`config.mk`:
```
export PLATFORM = sky130hd
export DESIGN_NAME = fmadd_pn_normalizer
export DESIGN_NICKNAME = d
export VERILOG_FILES = /design/src/rtl/fmadd_pn_normalizer_pkg.sv /design/src/rtl/fmadd_norm_shifter.sv /design/src/rtl/fmadd_pn_normalizer.sv
export SDC_FILE = /design/constraint.sdc
export NUM_CORES = 1
export LEC_CHECK = 0
export BUFFER_PORTS_ARGS = -buffer_cell sky130_fd_sc_hd__buf_2
export CORE_MARGIN = 1
export CORE_UTILIZATION = 53
export CTS_BUF_LIST = sky130_fd_sc_hd__clkbuf_8
export DETAILED_ROUTE_END_ITERATION = 10
export PLACE_DENSITY_LB_ADDON = 0.08
export SYNTH_ARGS = -nofsm -noshare
export SYNTH_HDL_FRONTEND = slang
export SYNTH_SLANG_ARGS = --single-unit
export TNS_END_PERCENT = 5
```
`constraint.sdc`:
```
create_clock -name clk -period 1.95 [get_ports clk]
set_clock_uncertainty 0.15 [all_clocks]
set_input_delay 0.2925 -clock clk [delete_from_list [all_inputs] [get_ports clk]]
set_output_delay 0.2925 -clock clk [all_outputs]
set_load 0.01 [all_outputs]
```
`src/rtl/fmadd_pn_normalizer_pkg.sv`:
```
// Shared FMADD constants: datapath widths, LZD output width and the lzc clamp,
// plus the normalizer's case classification used between pipeline stages.
package fmadd_pn_normalizer_pkg;

  // Mantissa width; equals the LZD input width.
  localparam int unsigned FMADD_MAN_W = 24;
  // Biased exponent width: half-precision field plus 2 guard bits for carry/borrow.
  localparam int unsigned FMADD_EXP_W = 7;

  // LZD constants.
  localparam int unsigned LZD_IN_W  = FMADD_MAN_W;
  localparam int unsigned LZD_CNT_W = 5;

  // Largest meaningful leading-zero count for a non-zero 24-bit mantissa.
  localparam logic [LZD_CNT_W-1:0] LZC_MAX = LZD_CNT_W'(LZD_IN_W - 1);

  // How a captured sum will be normalized in the second stage.
  typedef enum logic [1:0] {
    NormShift  = 2'd0,  // full normalization, exponent reduced by lzc
    NormDenorm = 2'd1,  // shift limited by the exponent, result subnormal
    NormZero   = 2'd2   // exact zero
  } norm_case_e;

  // Counts above LZC_MAX come from an all-zero or garbage LZD output; saturate them.
  function automatic logic [LZD_CNT_W-1:0] clamp_lzc(input logic [LZD_CNT_W-1:0] lzc);
    return (lzc > LZC_MAX) ? LZC_MAX : lzc;
  endfunction

endpackage

```
`src/rtl/fmadd_norm_shifter.sv`:
```
// Combinational logarithmic barrel left-shifter with a 5-bit amount.
// Bits shifted past the MSB are dropped; zeros fill from the LSB.
module fmadd_norm_shifter
  import fmadd_pn_normalizer_pkg::*;
#(
  parameter int unsigned MAN_W = FMADD_MAN_W
) (
  input  logic [MAN_W-1:0]     din,
  input  logic [LZD_CNT_W-1:0] amt,
  output logic [MAN_W-1:0]     dout
);

  logic [MAN_W-1:0] stage [0:LZD_CNT_W];

  assign stage[0] = din;

  // Stage g conditionally shifts by 2**g under control of amt[g].
  for (genvar g = 0; g < LZD_CNT_W; g++) begin : g_stage
    assign stage[g+1] = amt[g] ? (stage[g] << (2 ** g)) : stage[g];
  end

  assign dout = stage[LZD_CNT_W];

endmodule

```
`src/rtl/fmadd_pn_normalizer.sv`:
```
// Post-add normalizer for the fused multiply-add datapath.
// S1 captures the sum and picks the shift amount and normalization case;
// S2 performs the barrel shift and the exponent adjustment.
// Valid/ready handshake on both sides, 1 beat/cycle, 2-cycle latency.
module fmadd_pn_normalizer
  import fmadd_pn_normalizer_pkg::*;
#(
  parameter int unsigned MAN_W = FMADD_MAN_W,
  parameter int unsigned EXP_W = FMADD_EXP_W
) (
  input  logic                 clk,
  input  logic                 rst_l,
  input  logic                 flush,
  input  logic                 in_valid,
  output logic                 in_ready,
  input  logic [MAN_W-1:0]     in_man,
  input  logic [EXP_W-1:0]     in_exp,
  input  logic                 in_sign,
  input  logic [LZD_CNT_W-1:0] in_lzc,
  output logic                 out_valid,
  input  logic                 out_ready,
  output logic [MAN_W-1:0]     out_man,
  output logic [EXP_W-1:0]     out_exp,
  output logic                 out_sign,
  output logic                 out_zero,
  output logic                 out_denorm
);

  // ---------------------------------------------------------------------------
  // Handshake
  // ---------------------------------------------------------------------------
  logic s1_valid_q, s2_valid_q;
  logic s1_adv, s2_adv;
  logic in_fire, s1_fire;

  assign s2_adv   = !s2_valid_q || out_ready;
  assign s1_adv   = !s1_valid_q || s2_adv;
  // Flush wins over any transfer: nothing enters while clearing.
  assign in_ready = s1_adv && !flush;
  assign in_fire  = in_valid && in_ready;
  assign s1_fire  = s1_valid_q && s2_adv && !flush;

  // ---------------------------------------------------------------------------
  // S1: classify and choose the shift amount
  // ---------------------------------------------------------------------------
  logic [LZD_CNT_W-1:0] lzc_clamped;
  logic [EXP_W-1:0]     lzc_ext;
  norm_case_e           s1_case_d;
  logic [LZD_CNT_W-1:0] s1_shift_d;

  assign lzc_clamped = clamp_lzc(in_lzc);
  assign lzc_ext     = EXP_W'(lzc_clamped);

  // Shift selection; every branch keeps the later exponent subtraction non-negative.
  always_comb begin
    s1_case_d  = NormShift;
    s1_shift_d = lzc_clamped;
    if (in_man == '0) begin
      s1_case_d  = NormZero;
      s1_shift_d = '0;
    end else if (in_exp > lzc_ext) begin
      s1_case_d  = NormShift;
      s1_shift_d = lzc_clamped;
    end else if (in_exp != '0) begin
      // Here 1 <= in_exp <= 23, so the low bits hold the whole value.
      s1_case_d  = NormDenorm;
      s1_shift_d = in_exp[LZD_CNT_W-1:0] - LZD_CNT_W'(1);
    end else begin
      s1_case_d  = NormDenorm;
      s1_shift_d = '0;
    end
  end

  logic [MAN_W-1:0]     s1_man_q;
  logic [EXP_W-1:0]     s1_exp_q;
  logic                 s1_sign_q;
  norm_case_e           s1_case_q;
  logic [LZD_CNT_W-1:0] s1_shift_q;

  // S1 occupancy: cleared by flush, otherwise refilled whenever it can advance.
  always_ff @(posedge clk or negedge rst_l) begin
    if (!rst_l) begin
      s1_valid_q <= 1'b0;
    end else if (flush) begin
      s1_valid_q <= 1'b0;
    end else if (s1_adv) begin
      s1_valid_q <= in_valid;
    end
  end

  // S1 payload: loaded only on an accepted beat, untouched by flush.
  always_ff @(posedge clk or negedge rst_l) begin
    if (!rst_l) begin
      s1_man_q   <= '0;
      s1_exp_q   <= '0;
      s1_sign_q  <= 1'b0;
      s1_case_q  <= NormShift;
      s1_shift_q <= '0;
    end else if (in_fire) begin
      s1_man_q   <= in_man;
      s1_exp_q   <= in_exp;
      s1_sign_q  <= in_sign;
      s1_case_q  <= s1_case_d;
      s1_shift_q <= s1_shift_d;
    end
  end

  // ---------------------------------------------------------------------------
  // S2: shift and exponent adjust
  // ---------------------------------------------------------------------------
  logic [MAN_W-1:0] shifted_man;
  logic [EXP_W-1:0] s2_exp_d;
  logic             s2_zero_d;
  logic             s2_denorm_d;

  fmadd_norm_shifter #(
    .MAN_W (MAN_W)
  ) u_shifter (
    .din  (s1_man_q),
    .amt  (s1_shift_q),
    .dout (shifted_man)
  );

  // Exponent and flags from the case chosen in S1.
  always_comb begin
    s2_exp_d    = '0;
    s2_zero_d   = 1'b0;
    s2_denorm_d = 1'b0;
    unique case (s1_case_q)
      NormShift:  s2_exp_d    = s1_exp_q - EXP_W'(s1_shift_q);
      NormDenorm: s2_denorm_d = 1'b1;
      NormZero:   s2_zero_d   = 1'b1;
      default:    s2_exp_d    = '0;
    endcase
  end

  logic [MAN_W-1:0] s2_man_q;
  logic [EXP_W-1:0] s2_exp_q;
  logic             s2_sign_q;
  logic             s2_zero_q;
  logic             s2_denorm_q;

  // S2 occupancy: cleared by flush, otherwise follows S1 whenever the output moves.
  always_ff @(posedge clk or negedge rst_l) begin
    if (!rst_l) begin
      s2_valid_q <= 1'b0;
    end else if (flush) begin
      s2_valid_q <= 1'b0;
    end else if (s2_adv) begin
      s2_valid_q <= s1_valid_q;
    end
  end

  // S2 payload: holds while stalled so the outputs stay stable.
  always_ff @(posedge clk or negedge rst_l) begin
    if (!rst_l) begin
      s2_man_q    <= '0;
      s2_exp_q    <= '0;
      s2_sign_q   <= 1'b0;
      s2_zero_q   <= 1'b0;
      s2_denorm_q <= 1'b0;
    end else if (s1_fire) begin
      s2_man_q    <= shifted_man;
      s2_exp_q    <= s2_exp_d;
      s2_sign_q   <= s1_sign_q;
      s2_zero_q   <= s2_zero_d;
      s2_denorm_q <= s2_denorm_d;
    end
  end

  assign out_valid  = s2_valid_q;
  assign out_man    = s2_man_q;
  assign out_exp    = s2_exp_q;
  assign out_sign   = s2_sign_q;
  assign out_zero   = s2_zero_q;
  assign out_denorm = s2_denorm_q;

endmodule
```
==> results.ini <==
[status]
status = finished with violations
violations = negative setup slack

[route]
wl_per_cell_um = 16.2
met2_length_mm = 4.61
routed_wl_mm = 10.7
dr.pass1.iters = 5
ant_nets = 0
num_vias = 3762
wl_met3_um = 613
drt_iter0_markers = 172
drc = 0
routed.top_layer = met4
post_drt_via_cell_ratio = 5.70
wirelength_met1_mm = 5.22

[finish]
fin_cells = 660
drive_gt1_frac = 0.405
insertedDiodeCount = 0
nets = 605
syn_to_final_growth_pct = 27.6

[power_and_ir_drop]
p_per_area_nw_per_um2 = 1030
finalPower_w = 0.00584
peakVddDrop_mv = 0.486
static-leakage-power_nw = 2.69

[placement]
post-place-cells = 640
dp.final_hpwl_mm = 8.08
gp_congestion = 0.971
port-buffer-count = 77

[critical_path]
cp.arrival_ns = 2.12
critPathSlowestCell = dfrtp_1
crit_top_cell = a21o_1
required_ns = 2.06
crit_path_end_kind = register
cpPeakStageDelay_ns = 0.38
start_kind = register
crit_chain = inv_1, ha_2, inv_2, fa_2, a21o_1, a21o_1, a211oi_2, xnor2_1, o21ai_1
r2r_slack_ns = -0.07
path_max_fanout = 2
criticalPathCategory = register to register

[global_route]
gr-total-overflow = 0
grt_max_degree = 76
grt_pass1_wl_mm = 17.9
grt_pass1_vias = 3567
track_usage = 0.266
antenna_found_initial = 0

[floorplan]
fp.dieH_um = 93.7
start_util = 0.546
coreArea_um2 = 8180
die-area_um2 = 8790
die_x_um = 93.7
ios = 78
fp-row-count = 33

[timing]
rsz0062_at_grt = yes
min_period_ns = 2.02
slew_headroom = 0.739
worst_slack_ns = -0.0686
finalHoldViolations = 0
post-route-period-util = 1.04
finalMaxSlewViolations = 0
tightest_slew_ns = 0.391
fmax_mhz = 495
setup_viol = 4

[clocking]
clock_latency_ns = 0.36
htree_levels = 3
clock_sinks = 75
cts-root-buf = clkbuf_8
clock_path_buffers = 2
cts.clk_slew.worst_paths_ns = 0.08
numCtsBuffers = 9
cts_tree = done

[synth]
ys_warn_count = 0
syn-mean-instance-area_um2 = 10.6
syn_area_um2 = 4460
synthArstFlopShare = 1.00
ys_types = 53
seq_area_frac_synth = 0.421
ys.flop_type = dfrtp_1
ys_seq_elements = 75
synthCells = 421
synthesis.nets = 476
synth_edf_count = 0

[flow_run]
max-cap-violations = 0

[worst_hold_path]
hold_path_class = primary input to register

[path summary, 6_finish.rpt]
path	from	endpoint	cells after the start
worst max-delay path	s1_exp_q[0]	out_exp[6]	9
worst min-delay path	in_man[8]	s1_man_q[8]	2
worst max register to register	s1_exp_q[0]	out_exp[6]	9
worst min register to register	s1_sign_q	out_sign	2
max in group asynchronous	rst_l	s1_shift_q[2]	3
min in group asynchronous	rst_l	out_exp[4]	3
[logic make-up (layout without fill, tap and decap cells)]
| family | count (synthesis) | count (layout) | synth area share |
|---|---|---|---|
| AND/OR/NAND/NOR | 123 | 123 | 0.127 |
| multiplexers | 80 | 80 | 0.232 |
| AO/OA/AOI/OAI | 86 | 86 | 0.129 |
| buffers and inverters | 38 | 172 | 0.0412 |
| XOR/XNOR | 6 | 6 | 0.0118 |
| flip-flops | 75 | 75 | 0.421 |
| adder cells (fa/ha/maj) | 13 | 13 | 0.0381 |
[repair_timing]
item | 4_1_cts | 5_1_grt
hold buffers | 3 | 0
pin swaps | 1 | 3
endpoints found under the hold margin | 78 | 0
resized for setup | 9 | 14
setup buffers | 1 | 0
endpoints found under the setup margin | 11 | 20
[through the flow]
stage	setup WS, ns	instance area, µm²	utilization	hold slack [ns]	TNS (ns)
final	-0.0686	5690	0.696	0.0248	-0.148
after global routing	-0.184	5690	0.696	0.0200	-0.868
after CTS	-0.0813	5660	0.692	0.0108	-0.165
after detailed placement	-0.144	5350	0.655	0.204	-1.01
after global placement	-0.103	5350	0.655	0.206	-0.563
after floorplan	0.0164	4470	-	-0.153	0
[layout by cell type (no fill, tap or decap), types with 3 or more instances in the layout]
cell type	count
mux2i_2	6
ha_1	11
inv_1	13
xnor2_1	6
buf_2	77
dfrtp_1	74
a21o_1	4
nand3_1	7
buf_4	55
clkbuf_8	9
nor4_1	6
nand2_1	52
nor3_1	4
o211ai_1	4
o221ai_1	3
mux2i_1	23
mux2_2	35
nor2b_1	5
o21ai_1	8
or3_1	4
buf_12	4
dlygate4sd3_1	3
nor2_1	26
nand2b_1	7
a21oi_1	11
bufinv_16	3
and3_1	4
a22o_1	10
o21ai_0	21
mux4_2	15
[cell usage after synthesis (7+ instances only)]
cell type   n  share of area
nand3_1     7         0.0079
o21ai_0    25          0.028
nand2b_1    7         0.0098
clkbuf_1    8         0.0067
mux4_2     15          0.076
a21oi_1    12          0.013
mux2_2     36          0.091
nand2_1    53          0.045
inv_1      14          0.012
nor2_1     26          0.022
buf_2       9          0.010
mux2i_1    29          0.065
ha_1       12          0.034
dfrtp_1    75           0.42
a22o_1     10          0.020
[critical path, delay by kind of cell (launching register included)]
kind            cells  cell delay [ns]
compound gates      4             0.63
fa+ha+maj           2             0.51
flops               1             0.38
xor+xnor            1             0.15
buf+inv             2             0.10
[sequential cells by signal, summed over array words and instances (netlist names), 2 cells and up]
name / flops
out_man: 24
s1_man_q: 24
out_exp: 7
s1_exp_q: 7
s1_shift_q: 5
s1_case_q: 2
[final cells by class]
class                           count  area [µm²]
Clock inverter                      7         116
Multi-Input combinational cell    308        2460
Inverter                           16        60.1
Sequential cell                    75        1880
Tap cell                          105         131
Clock buffer                        9         124
Fill cell                         649        2480
Timing Repair Buffer              140         920
[power by group]
group	switching (W)	internal [W]
Clock	0.000598	0.000847
Sequential	0.000257	0.00189
Combinational	0.00108	0.00117
[routing by layer]
layer	global-route usage	vias up
li1	-	1807
met3	0.0453	24
met2	0.394	135
met4	0.105	0
met1	0.387	1796
met5	0	-
No activity file was read; power rests on OpenSTA's default activity.
